--- config.mk ---
export PLATFORM = sky130hd
export DESIGN_NAME = radar_scan_ctrl_flat
export DESIGN_NICKNAME = d
export VERILOG_FILES = /design/src/rtl/radar_scan_ctrl_if.sv /design/src/rtl/radar_scan_ctrl.sv /design/src/flat_wrapper.sv
export SDC_FILE = /design/constraint.sdc
export NUM_CORES = 1
export LEC_CHECK = 0
export CORE_UTILIZATION = 53
export CTS_CLUSTER_SIZE = 8
export DETAILED_ROUTE_END_ITERATION = 8
export HOLD_SLACK_MARGIN = 0.05
export PLACE_DENSITY = 0.73
export SETUP_SLACK_MARGIN = 0.05
export SLEW_MARGIN = 0
export SYNTH_ARGS = -nofsm -noshare
export SYNTH_HDL_FRONTEND = slang
export SYNTH_SLANG_ARGS = --single-unit
--- constraint.sdc ---
create_clock -name clk -period 3.7 [get_ports clk]
set_input_delay 0.555 -clock clk [delete_from_list [all_inputs] [get_ports clk]]
set_output_delay 0.555 -clock clk [all_outputs]
set_load 0.05 [all_outputs]
--- src/rtl/radar_scan_ctrl_if.sv ---
// Sample port of the radar scan controller: one (angle, distance, timeout) record per valid/ready handshake.
interface radar_scan_ctrl_if #(
  parameter int DIST_W = 16
) ();
  logic              sample_valid;
  logic              sample_ready;
  logic [7:0]        sample_angle;
  logic [DIST_W-1:0] sample_dist;
  logic              sample_timeout;

  modport master (
    output sample_valid, sample_angle, sample_dist, sample_timeout,
    input  sample_ready
  );

  modport slave (
    input  sample_valid, sample_angle, sample_dist, sample_timeout,
    output sample_ready
  );
endinterface

--- src/rtl/radar_scan_ctrl.sv ---
// Servo sweep and ultrasonic ping sequencer producing (angle, distance) samples.
// Macro RADAR_BOUNCE_EN selects a ping-pong sweep; undefined gives a wrap-around sweep.
module radar_scan_ctrl #(
  parameter int STEPS         = 12,
  parameter int SETTLE_CYCLES = 2_000_000,
  parameter int TRIG_CYCLES   = 1000,
  parameter int ECHO_TIMEOUT  = 3_000_000,
  parameter int CM_CYCLES     = 5800,
  parameter int DIST_W        = 16
) (
  input  logic              clk,
  input  logic              reset,
  input  logic              start,
  input  logic              stop,
  input  logic              echo,
  output logic              trigger,
  output logic [7:0]        angle_idx,
  output logic              busy,
  output logic              sweep_done,
  radar_scan_ctrl_if.master smp
);
  localparam int PH_MAX = (SETTLE_CYCLES > TRIG_CYCLES) ? SETTLE_CYCLES : TRIG_CYCLES;
  localparam int PH_W   = $clog2(PH_MAX + 1);
  localparam int SUB_W  = $clog2(CM_CYCLES + 1);
  localparam int TMO_W  = $clog2(ECHO_TIMEOUT + 1);
  localparam logic [7:0] LAST = 8'(STEPS - 1);

  typedef enum logic [2:0] {IDLE, SETTLE, TRIG, WAIT_RISE, MEASURE, EMIT, STEP} state_t;

  state_t            state_r, state_s;
  logic              echo_meta_r, echo_sync_r, echo_s;
  logic [PH_W-1:0]   ph_cnt_r;
  logic [TMO_W-1:0]  tmo_r;
  logic [SUB_W-1:0]  sub_r;
  logic [DIST_W-1:0] dist_r;
  logic [7:0]        angle_r, angle_nx_s;
  logic              stop_r, first_r;
  logic              hs_s, emit_meas_s, emit_tmo_s, end_hit_s;
  logic              trigger_r, busy_r, valid_r, sweep_r, tmo_out_r;
  logic [7:0]        angle_out_r;
  logic [DIST_W-1:0] dist_out_r;
`ifdef RADAR_BOUNCE_EN
  logic              dir_r, dir_nx_s;
`endif

  // Two-flop synchronizer for the asynchronous echo input
  always_ff @(posedge clk or posedge reset) begin
    if (reset) begin
      echo_meta_r <= 1'b0;
      echo_sync_r <= 1'b0;
    end else begin
      echo_meta_r <= echo;
      echo_sync_r <= echo_meta_r;
    end
  end
  assign echo_s = echo_sync_r;

  // FSM state register
  always_ff @(posedge clk or posedge reset) begin
    if (reset) state_r <= IDLE;
    else       state_r <= state_s;
  end

  // FSM next-state logic and emit qualifiers
  always_comb begin
    state_s     = state_r;
    hs_s        = valid_r & smp.sample_ready;
    emit_meas_s = 1'b0;
    emit_tmo_s  = 1'b0;
    case (state_r)
      IDLE:   if (start) state_s = SETTLE; else state_s = IDLE;
      SETTLE: if (ph_cnt_r == PH_W'(SETTLE_CYCLES - 1)) state_s = TRIG; else state_s = SETTLE;
      TRIG:   if (ph_cnt_r == PH_W'(TRIG_CYCLES - 1)) state_s = WAIT_RISE; else state_s = TRIG;
      WAIT_RISE: begin
        if (tmo_r == TMO_W'(ECHO_TIMEOUT)) begin
          state_s    = EMIT;
          emit_tmo_s = 1'b1;
        end else if (echo_s) begin
          state_s = MEASURE;
        end else begin
          state_s = WAIT_RISE;
        end
      end
      MEASURE: begin
        // A falling edge wins over a simultaneous timeout: the measurement is complete
        if (!echo_s) begin
          state_s     = EMIT;
          emit_meas_s = 1'b1;
        end else if (tmo_r == TMO_W'(ECHO_TIMEOUT)) begin
          state_s    = EMIT;
          emit_tmo_s = 1'b1;
        end else begin
          state_s = MEASURE;
        end
      end
      EMIT:   if (hs_s) state_s = STEP; else state_s = EMIT;
      STEP:   if (stop_r || stop) state_s = IDLE; else state_s = SETTLE;
      default: state_s = IDLE;
    endcase
  end

  // Next sweep position and end-of-sweep detection
  always_comb begin
    angle_nx_s = angle_r;
    end_hit_s  = 1'b0;
`ifdef RADAR_BOUNCE_EN
    dir_nx_s   = dir_r;
    if (dir_r) begin
      if (angle_r == LAST) begin
        angle_nx_s = angle_r - 8'd1;
        dir_nx_s   = 1'b0;
      end else begin
        angle_nx_s = angle_r + 8'd1;
        dir_nx_s   = 1'b1;
      end
    end else begin
      if (angle_r == 8'd0) begin
        angle_nx_s = angle_r + 8'd1;
        dir_nx_s   = 1'b1;
      end else begin
        angle_nx_s = angle_r - 8'd1;
        dir_nx_s   = 1'b0;
      end
    end
    end_hit_s = (angle_out_r == 8'd0) || (angle_out_r == LAST);
`else
    if (angle_r == LAST) angle_nx_s = 8'd0;
    else                 angle_nx_s = angle_r + 8'd1;
    end_hit_s = (angle_out_r == LAST);
`endif
  end

  // Phase, timeout and echo-width counters
  always_ff @(posedge clk or posedge reset) begin
    if (reset) begin
      ph_cnt_r <= '0;
      tmo_r    <= '0;
      sub_r    <= '0;
      dist_r   <= '0;
    end else begin
      if (state_s != state_r) ph_cnt_r <= '0;
      else                    ph_cnt_r <= ph_cnt_r + PH_W'(1);
      if (state_r == WAIT_RISE || state_r == MEASURE) tmo_r <= tmo_r + TMO_W'(1);
      else                                            tmo_r <= '0;
      // The rise-detect cycle in WAIT_RISE already counts as echo-high time
      if (state_s == TRIG) begin
        sub_r  <= '0;
        dist_r <= '0;
      end else if ((state_r == WAIT_RISE || state_r == MEASURE) && echo_s) begin
        if (sub_r == SUB_W'(CM_CYCLES - 1)) begin
          sub_r <= '0;
          if (dist_r != '1) dist_r <= dist_r + DIST_W'(1);
        end else begin
          sub_r <= sub_r + SUB_W'(1);
        end
      end
    end
  end

  // Sweep position, stop latch and first-sample-after-start marker
  always_ff @(posedge clk or posedge reset) begin
    if (reset) begin
      angle_r <= 8'd0;
      stop_r  <= 1'b0;
      first_r <= 1'b0;
    end else begin
      if (state_r == IDLE) begin
        if (start) begin
          stop_r  <= 1'b0;
          first_r <= 1'b1;
        end
      end else begin
        if (stop) stop_r  <= 1'b1;
        if (hs_s) first_r <= 1'b0;
      end
      if (state_r == STEP) angle_r <= angle_nx_s;
    end
  end

`ifdef RADAR_BOUNCE_EN
  // Sweep direction register (1 = increasing index)
  always_ff @(posedge clk or posedge reset) begin
    if (reset)                 dir_r <= 1'b1;
    else if (state_r == STEP)  dir_r <= dir_nx_s;
  end
`endif

  // Registered outputs and sample holding registers
  always_ff @(posedge clk or posedge reset) begin
    if (reset) begin
      trigger_r   <= 1'b0;
      busy_r      <= 1'b0;
      valid_r     <= 1'b0;
      sweep_r     <= 1'b0;
      tmo_out_r   <= 1'b0;
      angle_out_r <= 8'd0;
      dist_out_r  <= '0;
    end else begin
      trigger_r <= (state_s == TRIG);
      busy_r    <= (state_s != IDLE);
      valid_r   <= (state_s == EMIT);
      sweep_r   <= hs_s & end_hit_s & ~first_r;
      if (emit_meas_s) begin
        angle_out_r <= angle_r;
        dist_out_r  <= dist_r;
        tmo_out_r   <= 1'b0;
      end else if (emit_tmo_s) begin
        angle_out_r <= angle_r;
        dist_out_r  <= '1;
        tmo_out_r   <= 1'b1;
      end
    end
  end

  assign trigger            = trigger_r;
  assign busy               = busy_r;
  assign angle_idx          = angle_r;
  assign sweep_done         = sweep_r;
  assign smp.sample_valid   = valid_r;
  assign smp.sample_angle   = angle_out_r;
  assign smp.sample_dist    = dist_out_r;
  assign smp.sample_timeout = tmo_out_r;
endmodule

--- src/flat_wrapper.sv ---
// flat-port wrapper written by rule: the top's interface ports become plain ports
module radar_scan_ctrl_flat 
#(
  parameter int STEPS         = 12,
  parameter int SETTLE_CYCLES = 2_000_000,
  parameter int TRIG_CYCLES   = 1000,
  parameter int ECHO_TIMEOUT  = 3_000_000,
  parameter int CM_CYCLES     = 5800,
  parameter int DIST_W        = 16
)
  (clk, reset, start, stop, echo, trigger, angle_idx, busy, sweep_done, smp_sample_valid, smp_sample_angle, smp_sample_dist, smp_sample_timeout, smp_sample_ready);
  radar_scan_ctrl_if #(.DIST_W(DIST_W)) smp_i ();
  input  logic clk;
  input  logic reset;
  input  logic start;
  input  logic stop;
  input  logic echo;
  output logic trigger;
  output logic [7:0] angle_idx;
  output logic busy;
  output logic sweep_done;
  output wire logic [$bits(smp_i.sample_valid)-1:0] smp_sample_valid;
  output wire logic [$bits(smp_i.sample_angle)-1:0] smp_sample_angle;
  output wire logic [$bits(smp_i.sample_dist)-1:0] smp_sample_dist;
  output wire logic [$bits(smp_i.sample_timeout)-1:0] smp_sample_timeout;
  input wire logic [$bits(smp_i.sample_ready)-1:0] smp_sample_ready;
  assign smp_sample_valid = smp_i.sample_valid;
  assign smp_sample_angle = smp_i.sample_angle;
  assign smp_sample_dist = smp_i.sample_dist;
  assign smp_sample_timeout = smp_i.sample_timeout;
  assign smp_i.sample_ready = smp_sample_ready;
  radar_scan_ctrl #(.STEPS(STEPS), .SETTLE_CYCLES(SETTLE_CYCLES), .TRIG_CYCLES(TRIG_CYCLES), .ECHO_TIMEOUT(ECHO_TIMEOUT), .CM_CYCLES(CM_CYCLES), .DIST_W(DIST_W)) u_core (.clk(clk), .reset(reset), .start(start), .stop(stop), .echo(echo), .trigger(trigger), .angle_idx(angle_idx), .busy(busy), .sweep_done(sweep_done), .smp(smp_i));
endmodule
==> After elaboration in Yosys (flattened, before gate mapping) <==
Cells that the tools add are included.
{ "totals": {"regBits": 116, "inputBits": 6, "elab_cells": 94} }
{ "classes": {"n_addsub": 5, "n_eq_ne": 17, "n_mux": 37, "n_bitwise": 4, "reduce_logical": 14} }
{ "op_table": {"columns": ["op", "n"], "rows": [
  ["16-bit 2-to-1 mux", 6],
  ["13-bit 2-to-1 mux", 3],
  ["8-bit 2-to-1 mux", 3],
  ["22-bit by 1-bit adder with 22-bit output, second input constant", 1],
  ["22-bit equality test, second input constant", 1],
  ["22-bit 2-to-1 mux", 1],
  ["21-bit by 1-bit adder with 21-bit output, second input constant", 1],
  ["21-bit by 10-bit equality test with 1-bit output, second input constant", 1],
  ["21-bit equality test, second input constant", 1],
  ["21-bit 2-to-1 mux", 1],
  ["3-bit case mux with 7 select lines", 1],
  ["16-bit by 1-bit adder with 16-bit output, second input constant", 1],
  ["8-bit by 4-bit equality test with 1-bit output, second input constant", 2],
  ["1-bit 2-to-1 mux", 16],
  ["16-bit != test, second input constant", 1],
  ["13-bit by 1-bit adder with 13-bit output, second input constant", 1],
  ["13-bit equality test, second input constant", 1],
  ["3-bit equality test, second input constant", 4],
  ["2-bit nonzero test", 6],
  ["3-bit by 2-bit equality test with 1-bit output, second input constant", 3],
  ["3-bit 2-to-1 mux", 3],
  ["8-bit by 1-bit adder with 8-bit output, second input constant", 1],
  ["2-bit 2-to-1 mux", 2],
  ["2-bit AND reduction", 2],
  ["other kinds (11)", 14]
]} }

==> Logic depth before layout (Yosys ltp) <==
{ "logic_depth": {"word_depth": 7, "depth_mapped": 8, "mapped_depth_nobuf": 7} }

==> Worst setup path after synthesis <==
Ideal clock, no wire load.
{ "synth_timing": {"path_type": "flip-flop to flip-flop", "startpoint": "register u_core.valid_r, in the netlist u_core.smp.sample_valid", "endpoint": "register u_core.busy_r, in the netlist u_core.busy", "setup_time_ns": 0.133, "arrival_ns": 2.067, "required_ns": 3.567, "slack_ns": 1.501, "stages_incl_launch_ff": 7, "n_path_buf": 1, "period_less_slack_ns": 2.199, "cell_sequence": "dfrtp_1 -> a21boi_0 -> mux4_2 -> a31oi_1 -> nor4b_4 -> buf_6 -> nand4b_4"} }
{ "synth_via": {"elab_chain_len": 4} }
{ "synth_rtl": {"columns": ["item", "line", "rtl"], "rows": [
  ["start, declared", "radar_scan_ctrl.sv:39", "logic trigger_r, busy_r, valid_r, sweep_r, tmo_out_r;"],
  ["start signal, assigned", "radar_scan_ctrl.sv:201", "valid_r <= (state_s == EMIT);"],
  ["1-bit AND", "radar_scan_ctrl.sv:67", "hs_s = valid_r & smp.sample_ready;"],
  ["2-bit 2-to-1 mux", "radar_scan_ctrl.sv:96", "EMIT: if (hs_s) state_s = STEP; else state_s = EMIT;"],
  ["3-bit case mux with 7 select lines", "radar_scan_ctrl.sv:70", "case (state_r)"],
  ["3-bit nonzero test", "radar_scan_ctrl.sv:200", "busy_r <= (state_s != IDLE);"],
  ["end signal, assigned", "radar_scan_ctrl.sv:200", null],
  ["end, declared", "radar_scan_ctrl.sv:39", null]
]} }
Every way passes these cells.
A chain may end at the register's enable or synchronous reset.

==> Worst setup path in the final report <==
{ "layout_timing": {"startpoint": "register u_core.state_r[2]", "endpoint": "register u_core.dist_r[9]"} }
{ "layout_via": {"elab_chain_len": 5} }
{ "layout_rtl": {"columns": ["item", "line", "rtl"], "rows": [
  ["start, declared", "radar_scan_ctrl.sv:30", "state_t state_r, state_s;"],
  ["start signal, assigned", "radar_scan_ctrl.sv:61", "else state_r <= state_s;"],
  ["3-bit equality test (tied with other cells)", "radar_scan_ctrl.sv:70", null],
  ["3-bit case mux with 7 select lines / 1-bit logical OR (equally long branches)", "radar_scan_ctrl.sv:70, radar_scan_ctrl.sv:149", null],
  ["3-bit by 2-bit equality test with 1-bit output / 1-bit logical AND (equally long branches)", "radar_scan_ctrl.sv:146, radar_scan_ctrl.sv:149", null],
  ["2-bit nonzero test (no source line)", null, null],
  ["3-bit AND reduction (no source line)", null, null],
  ["end signal, assigned", "radar_scan_ctrl.sv:152", "if (dist_r != '1) dist_r <= dist_r + DIST_W'(1);"],
  ["end, declared", "radar_scan_ctrl.sv:35", "logic [DIST_W-1:0] dist_r;"]
]} }
Parallel ways exist; a longest one is shown, timed or not.

==> flow_summary.toml <==
[outcome]
status = "complete, no violations"

[global_route]
grt_pass1_wl_mm = 22.0
grt_max_degree = 68
grt-ovfl-total = 0
grt_pass1_vias = 4566
grt_antenna_before_repair = 0
grt.total_usage = 0.245

[cells_and_area]
layout.cells.non_filler = 794
drive_gt1_frac = 0.104
fin_nets = 653
flow.area_growth_from_synthesis_pct = 19.9
fin_util = 0.655
register_area_um2 = 2900
multi_input_area_um2 = 2830
fill_cells = 877
antenna_cells = 0
fin_area_um2 = 7100

[power]
netSwitchingFraction = 0.323
clock_power_share = 0.391
power.internal_mw = 3.07
p_leak_nw = 3.00
vdd_drop_max_mv = 0.410
finalPower_mw = 4.54
comb_power_share = 0.241
power_density_nw_per_um2 = 639
power.switching_mw = 1.46
pwr-share-seq = 0.369

[floorplanning]
initial_utilization = 0.546
die_x_um = 108
core_area_um2 = 10800
die_area_um2 = 11600
io-pin-count = 43
dieHeight_um = 108
rows = 38

[clock_tree]
clk_latency_ns = 0.52
clk_pin_slew_ns = 0.05
cts-resized-gates = 0
numClockSinks = 116
cts_tree = "done"
hold_buffers = 0
cts_buffer_depth = 2
cts_buffers = 17
clock-root-buffer = "clkbuf_8"
cts_setup_buffers = 0
htree_levels = 4

[timing]
drv_slew = 0
min_period_over_period = 0.709
max_freq_ghz = 0.381
finClkSkew_ns = 0.00817
hold_viol_final = 0
holdWs_ns = 0.349
tightest_slew_ns = 0.997
setup_ws_ns = 1.07
slew_headroom = 0.331
rsz0062_at_grt = "no"
setup_violations = 0
tns_ns = 0
period_needed_ns = 2.63

[job]
maxCapViolations = 0

[synth]
ys_warn_count = 0
ys_types = 59
synth_edf_count = 0
synth-seq-cells = 116
synth-seq-area-share = 0.490
syn_nets = 615
async_flop_share = 1.00
netlist_area_um2 = 5920
synthCells = 603
yosys.area.top_type = "dfrtp_1"
synth_area_per_cell_um2 = 9.82
synthFlopType = "dfrtp_1"
synth_top_area_frac = 0.490
synthTopCellsByArea = "dfrtp_1 49%, xor2_1 3.8%, xnor2_1 3.4%"

[place]
io_buffers = 42
pre_cts_slack_ns = 0.930
gp_congestion = 0.818
dpl_cell_area_um2 = 6450
dp_hpwl_mm = 8.47
place_inst = 762

[route]
first_pass_iters = 5
route.met3.wl_um = 472
first_iter_violations = 383
num_vias = 4776
met1_length_mm = 5.81
routed_via_density = 6.02
dr_wl_met2_mm = 6.61
wl_per_cell_um = 16.4
drc = 0
postRouteAntennaNets = 0
routed_wl_mm = 13.0
maxUsedRoutingLayer = "met4"

[worst_setup_path]
critPathKind = "flip-flop to flip-flop"
critPathLaunchType = "flip-flop"
critPathMaxFanout = 18
cp.required_ns = 4.13
cp-end-kind = "flip-flop"
cp.arrival_ns = 3.06

[hold_path]
min_path_type = "flip-flop to flip-flop"
[cell type report]
class | instances | area share
Clock buffer | 22 | 0.0666
Clock inverter | 10 | 0.0247
Inverter | 11 | 0.00617
Multi-Input combinational cell | 445 | 0.399
Sequential cell | 116 | 0.409
Tap cell | 140 | 0.0247
Timing Repair Buffer | 50 | 0.0695
[critical path, cell delays in order, from the launching register on]
cell,delay (ns)
dfrtp_1,0.67
nor3b_1,0.39
o21a_1,0.42
nand4_1,0.39
or4_1,0.51
a22oi_1,0.16
[worst paths after layout]
path | from | end | slack, ns | cells past startpoint
min reg2reg | u_core.echo_meta_r$_DFF_PP0_ | u_core.echo_s$_DFF_PP0_ | 0.35 | 0
max reg2reg | u_core.state_r[2]$_DFF_PP0_ | u_core.dist_r[9]$_DFFE_PP0P_ | 1.07 | 5
max | u_core.state_r[2]$_DFF_PP0_ | u_core.dist_r[9]$_DFFE_PP0P_ | 1.07 | 5
max in group asynchronous | reset | u_core.ph_cnt_r[9]$_DFF_PP0_ | 2.40 | 3
min in group asynchronous | reset | u_core.tmo_r[6]$_DFF_PP0_ | 0.55 | 2
min | u_core.echo_meta_r$_DFF_PP0_ | u_core.echo_s$_DFF_PP0_ | 0.35 | 0
[cell usage in the layout, fill, tap and decap left out, types with 14 or more instances in the layout]
| cell type | instances |
|---|---|
| clkdlybuf4s50_1 | 42 |
| nor4_1 | 27 |
| a22oi_1 | 16 |
| xor2_1 | 26 |
| nand2_1 | 53 |
| o21ai_0 | 30 |
| a21oi_1 | 26 |
| or3_1 | 14 |
| dfrtp_1 | 116 |
| nor2_1 | 52 |
| nor3_1 | 20 |
| clkbuf_16 | 16 |
| nand3_1 | 31 |
| nand4_1 | 17 |
| xnor2_1 | 23 |
[cells by family (layout without fill, tap and decap cells)]
kind of cell / after synthesis / after routing / share of synthesized area
compound gates: 95 / 95 / 0.0968
xor+xnor: 49 / 49 / 0.0725
fa+ha+maj: 6 / 6 / 0.0127
buf+inv: 42 / 93 / 0.0326
flops: 116 / 116 / 0.490
mux: 13 / 13 / 0.0260
simple gates: 282 / 282 / 0.269
[power groups by stage]
stage               clock [mW]  combinational [mW]  sequential [mW]
floorplan                    0               0.604             1.88
global placement             0                1.07             1.68
detailed placement           0                1.09             1.69
CTS                       1.80                1.10             1.67
global route              1.86                1.19             1.70
finish                    1.77                1.09             1.67
[cells in the mapped netlist (all sizes together) (2+ instances only)]
| master | number |
|---|---|
| a211oi | 2 |
| a21boi | 3 |
| a21o | 3 |
| a21oi | 27 |
| a22oi | 16 |
| a31oi | 5 |
| and2 | 2 |
| and3 | 14 |
| and4 | 9 |
| buf | 13 |
| clkbuf | 18 |
| dfrtp | 116 |
| ha | 6 |
| inv | 11 |
| mux2 | 9 |
| mux2i | 3 |
| nand2 | 53 |
| nand2b | 5 |
| nand3 | 32 |
| nand3b | 2 |
| nand4 | 17 |
| nor2 | 53 |
| nor2b | 5 |
| nor3 | 23 |
| nor3b | 3 |
| nor4 | 28 |
| nor4b | 8 |
| o21ai | 31 |
| or3 | 14 |
| or4 | 5 |
| or4b | 4 |
| xnor2 | 23 |
| xor2 | 26 |
[state kept, by name, summed over array words and instances, names as in the netlist]
register / cells
u_core.tmo_r: 22
u_core.smp.sample_dist: 16
u_core.smp.sample_timeout: 1
u_core.ph_cnt_r: 21
u_core.busy: 1
u_core.sweep_done: 1
u_core.echo_s: 1
u_core.stop_r: 1
u_core.first_r: 1
u_core.dist_r: 16
u_core.smp.sample_angle: 8
u_core.echo_meta_r: 1
u_core.state_r: 3
u_core.sub_r: 13
u_core.trigger: 1
u_core.angle_idx: 8
u_core.smp.sample_valid: 1
[routing by layer]
metal  up-vias  track usage
met5         -            0
met4         0       0.0832
met3         9       0.0593
met2       107        0.397
met1      2390        0.322
li1       2270            -
(Power assumes the default switching activity.)
